**config.mk**
```make
export PLATFORM = sky130hd
export DESIGN_NAME = calc_result_reader
export DESIGN_NICKNAME = d
export VERILOG_FILES = /design/src/rtl/calc_pkg.sv /design/src/rtl/calc_result_buf.sv /design/src/rtl/calc_result_reader.sv
export SDC_FILE = /design/constraint.sdc
export NUM_CORES = 1
export LEC_CHECK = 0
export ABC_AREA = 1
export BUFFER_PORTS_ARGS = -buffer_cell sky130_fd_sc_hd__buf_2
export CAP_MARGIN = 20
export CORE_MARGIN = 5
export CORE_UTILIZATION = 56
export CTS_CLUSTER_DIAMETER = 40
export DETAILED_ROUTE_END_ITERATION = 12
export PLACE_DENSITY_LB_ADDON = 0.1
export SETUP_SLACK_MARGIN = 0.4
export SLEW_MARGIN = 25
export SYNTH_ARGS = -nofsm -noshare
export SYNTH_HDL_FRONTEND = slang
export SYNTH_HIERARCHICAL = 1
export SYNTH_SLANG_ARGS = --single-unit
export TNS_END_PERCENT = 50
```
**constraint.sdc**
```tcl
create_clock -name clk -period 8.5 [get_ports clk]
set_input_delay 0.85 -clock clk [delete_from_list [all_inputs] [get_ports clk]]
set_output_delay 0.85 -clock clk [all_outputs]
set_load 0.01 [all_outputs]
```
**src/rtl/calc_pkg.sv**
```systemverilog
// Shared constants and types for the calculator result path.
// The reader and the calculator both size their memories from DEPTH.
package calc_pkg;

  localparam int DATA_W = 16;
  localparam int DEPTH  = 16;
  localparam int IDX_W  = $clog2(DEPTH);

  localparam logic [IDX_W-1:0] LAST_IDX = IDX_W'(DEPTH - 1);

  typedef enum logic {
    CAPTURE = 1'b0,
    DRAIN   = 1'b1
  } state_t;

  typedef struct packed {
    logic              neg;
    logic [DATA_W-1:0] data;
  } result_t;

endpackage

```
**src/rtl/calc_result_buf.sv**
```systemverilog
// Frame buffer: DEPTH result entries.
// Synchronous write, combinational read, cleared asynchronously on reset.
module calc_result_buf
  import calc_pkg::*;
(
  input  logic             clk,
  input  logic             rst,
  input  logic             we,
  input  logic [IDX_W-1:0] waddr,
  input  result_t          wdata,
  input  logic [IDX_W-1:0] raddr,
  output result_t          rdata
);

  result_t mem_q [DEPTH];

  always_ff @(posedge clk or posedge rst) begin
    if (rst) begin
      for (int i = 0; i < DEPTH; i++) begin
        mem_q[i] <= '0;
      end
    end else if (we) begin
      mem_q[waddr] <= wdata;
    end
  end

  assign rdata = mem_q[raddr];

endmodule

```
**src/rtl/calc_result_reader.sv**
```systemverilog
// Captures a 16-entry frame of ALU results, then drains it downstream while
// counting negative results and flagging any result that arrives mid-drain.
module calc_result_reader
  import calc_pkg::*;
(
  input  logic              clk,
  input  logic              reset,
  input  logic              res_valid,
  input  logic [DATA_W-1:0] res_data,
  input  logic              res_neg,
  output logic              out_valid,
  input  logic              out_ready,
  output logic [DATA_W-1:0] out_data,
  output logic              out_neg,
  output logic [IDX_W-1:0]  out_index,
  output logic              out_last,
  output logic [IDX_W:0]    neg_count,
  output logic              busy,
  output logic              dropped
);

  // Handshake: an entry transfers on a rising clk edge where out_valid and
  // out_ready are both high; out_valid never depends on out_ready, and the
  // out_* fields hold still until the transfer happens.

  state_t           state_q, state_d;
  logic [IDX_W-1:0] wr_ptr_q, wr_ptr_d;
  logic [IDX_W-1:0] rd_ptr_q, rd_ptr_d;
  logic [IDX_W:0]   neg_count_q, neg_count_d;
  logic             dropped_q, dropped_d;
  logic             buf_we;
  result_t          wr_entry;
  result_t          rd_entry;

  assign wr_entry.neg  = res_neg;
  assign wr_entry.data = res_data;

  calc_result_buf u_buf (
    .clk   (clk),
    .rst   (reset),
    .we    (buf_we),
    .waddr (wr_ptr_q),
    .wdata (wr_entry),
    .raddr (rd_ptr_q),
    .rdata (rd_entry)
  );

  always_ff @(posedge clk or posedge reset) begin
    if (reset) begin
      state_q     <= CAPTURE;
      wr_ptr_q    <= '0;
      rd_ptr_q    <= '0;
      neg_count_q <= '0;
      dropped_q   <= 1'b0;
    end else begin
      state_q     <= state_d;
      wr_ptr_q    <= wr_ptr_d;
      rd_ptr_q    <= rd_ptr_d;
      neg_count_q <= neg_count_d;
      dropped_q   <= dropped_d;
    end
  end

  always_comb begin
    state_d     = state_q;
    wr_ptr_d    = wr_ptr_q;
    rd_ptr_d    = rd_ptr_q;
    neg_count_d = neg_count_q;
    dropped_d   = dropped_q;
    buf_we      = 1'b0;
    case (state_q)
      CAPTURE: begin
        if (res_valid) begin
          buf_we   = 1'b1;
          wr_ptr_d = wr_ptr_q + IDX_W'(1);
          if (res_neg) begin
            neg_count_d = neg_count_q + (IDX_W + 1)'(1);
          end
          if (wr_ptr_q == LAST_IDX) begin
            state_d = DRAIN;
          end
        end
      end
      DRAIN: begin
        // Results are never buffered while draining; the upstream must wait on busy.
        if (res_valid) begin
          dropped_d = 1'b1;
        end
        if (out_ready) begin
          rd_ptr_d = rd_ptr_q + IDX_W'(1);
          if (rd_ptr_q == LAST_IDX) begin
            neg_count_d = '0;
            state_d     = CAPTURE;
          end
        end
      end
      default: state_d = CAPTURE;
    endcase
  end

  // Data fields are zeroed outside DRAIN so stale frames never leak out.
  assign out_valid = (state_q == DRAIN);
  assign busy      = (state_q == DRAIN);
  assign out_data  = out_valid ? rd_entry.data : '0;
  assign out_neg   = out_valid & rd_entry.neg;
  assign out_index = rd_ptr_q;
  assign out_last  = out_valid & (rd_ptr_q == LAST_IDX);
  assign neg_count = neg_count_q;
  assign dropped   = dropped_q;

endmodule
```
==> impl_metrics.tcl, run 1 <==
set metrics [dict create \
    status "finished clean" \
    die_h_um 168.1 \
    final_max_slew_viol_count 0 \
    place_congestion 0.7861 \
    io_buffer_count 50 \
    critical_path_class "reg2out" \
    peakVddDrop_mv 0.3182 \
    fp.dieW_um 168.1 \
    insertion_delay_ns 0.53 \
    synth_area_um2 14000 \
    setup_viol 0 \
    antennaDiodeCount 0 \
    relSlewSlack 0.3528 \
    cp_max_fo 77 \
    fin_crit_sh 0.4908 \
    cts_hold_buf 0 \
    synth.avg_cell_area_um2 7.423 \
    cp-start-kind "flop" \
    startpoint "out_index[0]" \
    skew_ns 0.01003 \
    cts_sinks 287 \
    syn_to_final_growth_pct 14.07 \
    wl_um 37800 \
    avgRoutedWirePerCell_um 16.88 \
    cts-resized-gates 0 \
    fillCellCount 2151 \
    grt_pass1_wl_um 61950 \
    p_per_area_nw_per_um2 409.7 \
    worstMarginPinSlew_ns 0.9708 \
    first_global_vias 11350 \
    leakage_uw 0.008232 \
    antenna_left 0 \
    cts-buffers-inserted 42 \
    num_rows 57 \
    finalHoldViolations 0 \
    start_util 0.5723 \
    synth-seq-cells 287 \
    pin_count 51 \
    layout_commonest_cell "nand2_1" \
    fmax_mhz 239.7 \
    ys_seq_area_frac 0.5130 \
    end_kind "output port" \
    route.detailed.drc 0 \
    critPathArrivalTime_ns 3.32 \
    drtIter0Drc 1395 \
    yosysWarnings 6 \
    cts_setup_buffers 0 \
    antenna_found_initial 0 \
    fin_crit_ns 4.171 \
    first_pass_iters 5 \
    synth_cell_types 24 \
    r2r-start "busy" \
    finalSetupTns_ns 0 \
    power.total_uw 6543 \
    clkSlewWorstSetupHoldPaths_ns 0.05 \
    ctsLongestPathBuffers 3 \
    synthCells 1886 \
    gr-total-overflow 0 \
    grt_max_degree 137 \
    fin_nets 1907 \
    drive_gt1_frac 0.08977 \
    hold_path.class "in2async" \
    root_buffer "clkbuf_16" \
    critPathRequiredTime_ns 7.65 \
    syn_nets 1910 \
    coreArea_um2 24460 \
    track_usage 0.2698 \
    dieArea_um2 28260 \
    layout_common_cells "665 x nand2_1, 283 x dfrtp_1, 273 x o21ai_0" \
    htreeDepth 2 \
    avgViaCountPerCell 5.373 \
    vias 12040 \
    cts_tree "yes" \
    grt_setup_unrepaired "no" \
    drv_cap 0 \
    place_hpwl_um 20780 \
]
per-layer routing:
metal | global-route usage | up-vias | wire (µm)
met3 | 0.04408 | 79 | 2806
met1 | 0.4010 | 5700 | 17240
met4 | 0.08927 | 0 | 1113
met2 | 0.4064 | 422 | 16640
met5 | 0 | - | 0
li1 | - | 5834 | -
through the flow:
stage	hold slack, ns	cell area (µm²)	instances	util	setup slack (ns)
6_report	0.4250	15970	2240	0.6528	4.329
4_1_cts	0.4290	15960	2240	0.6526	4.399
5_1_grt	0.4820	15970	2240	0.6528	4.160
2_1_floorplan	0.4529	14000	1886	-	4.055
3_5_place_dp	0.4607	14400	2163	0.5885	4.967
3_3_place_gp	0.4567	14380	2162	0.5878	4.926
final cells by class:
type | instances | area, µm² | share of cell area
Inverter | 274 | 1040 | 0.06511
Timing Repair Buffer | 76 | 456.7 | 0.02860
Sequential cell | 287 | 7189 | 0.4502
Clock inverter | 22 | 314.1 | 0.01967
Multi-Input combinational cell | 1202 | 5310 | 0.3325
Tap cell | 324 | 405.4 | 0.02539
Clock buffer | 55 | 1254 | 0.07851
registers in the layout, summed over array words and instances, names as in the netlist:
signal and flops:
u_buf/mem_q 272, busy 1, dropped 1, wr_ptr_q 4, neg_count 5, out_index 4
power by group:
part           leakage, µW  switching [µW]  internal (µW)  total [µW]
clock             0.000765             636           1250        1890
combinational      0.00381            1560            798        2360
sequential         0.00365             355           1940        2290
total              0.00823            2550           3990        6540
logic make-up after synthesis:
| family | Yosys count | share of synthesized area |
|---|---|---|
| fa+ha+maj | 3 | 0.002681 |
| buf+inv | 397 | 0.1089 |
| simple gates | 920 | 0.2741 |
| flops | 287 | 0.5130 |
| xor+xnor | 5 | 0.003128 |
| compound gates | 274 | 0.09813 |
worst max-delay path: stages, from the launching register on:
cell and delay, ns:
dfrtp_4 0.95, buf_4 0.80, nand2_1 0.13, nand2_1 0.11, nand2_1 0.05, nand3_1 0.10
nand3_1 0.09, nand2_1 0.15, nand2_1 0.09, inv_1 0.08, buf_2 0.13
synthesized netlist by cell type:
| master | instances | area, µm² |
|---|---|---|
| inv_1 | 269 | 1010 |
| dfrtp_1 | 287 | 7182 |
| nor2_1 | 10 | 37.54 |
| nand2_2 | 2 | 12.51 |
| ha_1 | 3 | 37.54 |
| xor2_1 | 4 | 35.03 |
| nor2_8 | 2 | 40.04 |
| clkbuf_1 | 93 | 349.1 |
| nand4_1 | 3 | 18.77 |
| nand2_4 | 2 | 22.52 |
| nor2_4 | 1 | 11.26 |
| buf_4 | 2 | 15.01 |
| nand3_1 | 229 | 1146 |
| buf_1 | 11 | 41.29 |
| inv_2 | 3 | 11.26 |
| buf_6 | 1 | 11.26 |
| o21ai_0 | 273 | 1366 |
| clkinv_1 | 2 | 7.510 |
| nand3b_1 | 3 | 22.52 |
| xnor2_1 | 1 | 8.760 |
| o21bai_1 | 1 | 7.510 |
| nand2_1 | 665 | 2496 |
| buf_2 | 16 | 80.08 |
| nor3_2 | 3 | 30.03 |
final timing paths:
| path | endpoint | slack (ns) | depth (start not counted) |
|---|---|---|---|
| setup reg to reg | u_buf/mem_q[194] | 6.24 | 5 |
| max in group asynchronous | u_buf/mem_q[75] | 6.09 | 4 |
| hold reg to reg | dropped | 0.47 | 1 |
| setup / recovery | out_data[3] | 4.33 | 10 |
| min in group clk | dropped | 0.47 | 1 |
| hold / removal | out_index[3] | 0.43 | 2 |
No activity file was read; power rests on OpenSTA's default activity.
==> inputs of run 2 (changes only) <==
--- a/config.mk
+++ b/config.mk
@@ -5,7 +5,7 @@
 export SDC_FILE = /design/constraint.sdc
 export NUM_CORES = 1
 export LEC_CHECK = 0
-export ABC_AREA = 1
+export ABC_AREA = 0
 export BUFFER_PORTS_ARGS = -buffer_cell sky130_fd_sc_hd__buf_2
 export CAP_MARGIN = 20
 export CORE_MARGIN = 5
==> constraint.sdc (replaced) <==
create_clock -name clk -period 3.52 [get_ports clk]
set_input_delay 0.352 -clock clk [delete_from_list [all_inputs] [get_ports clk]]
set_output_delay 0.352 -clock clk [all_outputs]
set_load 0.01 [all_outputs]
==> impl_metrics.tcl, run 2 <==
set metrics [dict create \
    drive_gt1_frac 0.5566 \
    place_area_um2 13700 \
    htreeDepth 2 \
    layout_common_cells "285 x dfrtp_1, 273 x mux2_2, 68 x mux4_2" \
    coreArea_um2 23260 \
    first_pass_iters 5 \
    insertion_delay_ns 0.51 \
    leakage_uw 0.006740 \
    top_register "u_buf/mem_q" \
    synth_top_area_frac 0.5479 \
    fp.dieW_um 163.0 \
    yosysWarnings 6 \
    fin_crit_ns 2.980 \
    cp-start-kind "flop" \
    avgRoutedWirePerCell_um 25.06 \
    route.detailed.drc 0 \
    final_area_um2 15210 \
    first_global_vias 8435 \
    fin_nets 919 \
    synth.avg_cell_area_um2 15.64 \
    cts_sinks 287 \
    largest_reg_flops 272 \
    hold_path.class "in2reg" \
    combinationalPowerShare 0.337 \
    p_per_area_nw_per_um2 987.7 \
    peakVddDrop_mv 0.6836 \
    crit_path_max_incr_delay_ns 0.60 \
    synth_common_cells "287 x dfrtp_1, 273 x mux2_2, 68 x mux4_2" \
    layout_commonest_cell "dfrtp_1" \
    p_int_uw 10400 \
    crit_chain "buf_12 > mux4_2 > a22oi_1 > nand2_1 > and2_1 > buf_2" \
    seq_power_share 0.385 \
    synth.area.top_cells "dfrtp_1 55%, mux2_2 23%, mux4_2 12%, a22oi_1 1.9%, buf_2 1.1%" \
    status "finished clean" \
    grt_pass1_wl_um 50010 \
    clockPowerShare 0.278 \
    cts-resized-gates 0 \
    finalSetupTns_ns 0 \
    antenna_left 0 \
    final_max_slew_viol_count 0 \
    fillCellCount 1651 \
    grt_setup_unrepaired "no" \
    path_buf_inv 2 \
    crit_path_top_delay_cell "dfrtp_4" \
    synth_largest_area_cell "dfrtp_1" \
    track_usage 0.2484 \
    num_rows 56 \
    clkSlewWorstSetupHoldPaths_ns 0.05 \
    skew_ns 0.008559 \
    drv_cap 0 \
    fin_crit_sh 0.8466 \
    vias 7588 \
    drtIter0Drc 436 \
    pin_count 51 \
    dieArea_um2 26570 \
    wl_um 31270 \
    synth_cell_types 45 \
    critPathRequiredTime_ns 3.17 \
    cp_max_fo 33 \
    swShare 0.3076 \
    relSlewSlack 0.3312 \
    place_inst 1166 \
    io_buffer_count 50 \
    setup_viol 0 \
    synth_edf_count 0 \
    synth.most_common_cell "dfrtp_1" \
    root_buffer "clkbuf_16" \
    die_h_um 163.0 \
    start_util 0.5635 \
    worstMarginPinSlew_ns 1.003 \
    critical_path_class "reg2out" \
    synthFlopType "dfrtp_1" \
    fmax_mhz 335.6 \
    multi_input_comb_area_um2 5607 \
    synthCells 838 \
    power_switching_uw 4621 \
    r2r_slack_ns 1.07 \
    ctsLongestPathBuffers 3 \
    instances_no_fill 1248 \
    crit_family "flip-flops" \
    syn_to_final_growth_pct 16.04 \
    seqCellArea_um2 7189 \
    synth-seq-cells 287 \
    antenna_found_initial 2 \
    place_hpwl_um 18230 \
    grt_max_degree 187 \
    cts_tree "yes" \
    cts-buffers-inserted 42 \
    place_congestion 0.7830 \
    async_flop_share 1.000 \
    end_kind "output port" \
    critPathArrivalTime_ns 2.63 \
    gr-total-overflow 0 \
    syn_nets 862 \
    ys_seq_area_frac 0.5479 \
    finalHoldViolations 0 \
    synth_area_um2 13110 \
    avgViaCountPerCell 6.080 \
]
## run 2: routing by layer
layer,vias up,wire length (µm),track usage,part of all wire
met5,-,0,0,0
met4,0,1064,0.08273,0.034
met3,76,1561,0.04353,0.050
met2,193,14780,0.3921,0.47
met1,4092,13870,0.3552,0.44
li1,3227,-,-,-
## run 2: cell families (layout without fill, tap and decap cells)
| logic type | count (synthesis) | in the layout | share of synthesized area |
|---|---|---|---|
| adder cells (fa/ha/maj) | 3 | 3 | 0.002864 |
| other | 0 | 2 | 0 |
| buffers and inverters | 69 | 158 | 0.02663 |
| AO/OA/AOI/OAI | 44 | 44 | 0.02539 |
| flip-flops | 287 | 287 | 0.5479 |
| XOR/XNOR | 7 | 7 | 0.005251 |
| AND/OR/NAND/NOR | 85 | 85 | 0.03866 |
| multiplexers | 343 | 343 | 0.3533 |
## run 2: power by group through the flow
stage	sequential, µW	combinational (µW)	clock (µW)
floorplan	5420	3940	0
finish	5780	5070	4170
detailed placement	5880	4980	0
CTS	5780	5120	4260
global route	5980	5490	4410
global placement	5730	4830	0
## run 2: timing repair
action	4_1_cts	5_1_grt
buffers inserted	2	0
endpoints found under the hold margin	15	0
endpoints found under the setup margin	6	0
hold buffers	1	0
## run 2: metrics by stage
step	worst slack [ns]	power (µW)	hold WS (ns)	utilization
after global placement	0.9348	10570	0.4501	0.5890
after global routing	0.4138	15890	0.1435	0.6538
after CTS	0.4866	15150	0.1256	0.6524
after floorplan	-0.4274	9359	0.2535	-
after detailed placement	0.9167	10860	0.4489	0.5890
final	0.5400	15020	0.1472	0.6538
## run 2: final timing paths
check | start | to | depth (start not counted)
max in group asynchronous | reset | u_buf/mem_q[156] | 5
worst min-delay path | res_valid | dropped | 2
min in group asynchronous | reset | wr_ptr_q[2] | 3
worst max-delay path | out_index[0] | out_data[9] | 6
worst max register to register | busy | u_buf/mem_q[184] | 4
worst min register to register | dropped | dropped | 1
## run 2: layout make-up
type | count | share of cell area
clock inverter | 24 | 0.01793
antenna | 2 | 0.0003291
clock buffer | 52 | 0.07642
multi-input combinational | 482 | 0.3686
inverter | 2 | 0.0007404
tap | 319 | 0.02624
timing repair buffer | 80 | 0.03702
sequential | 287 | 0.4727
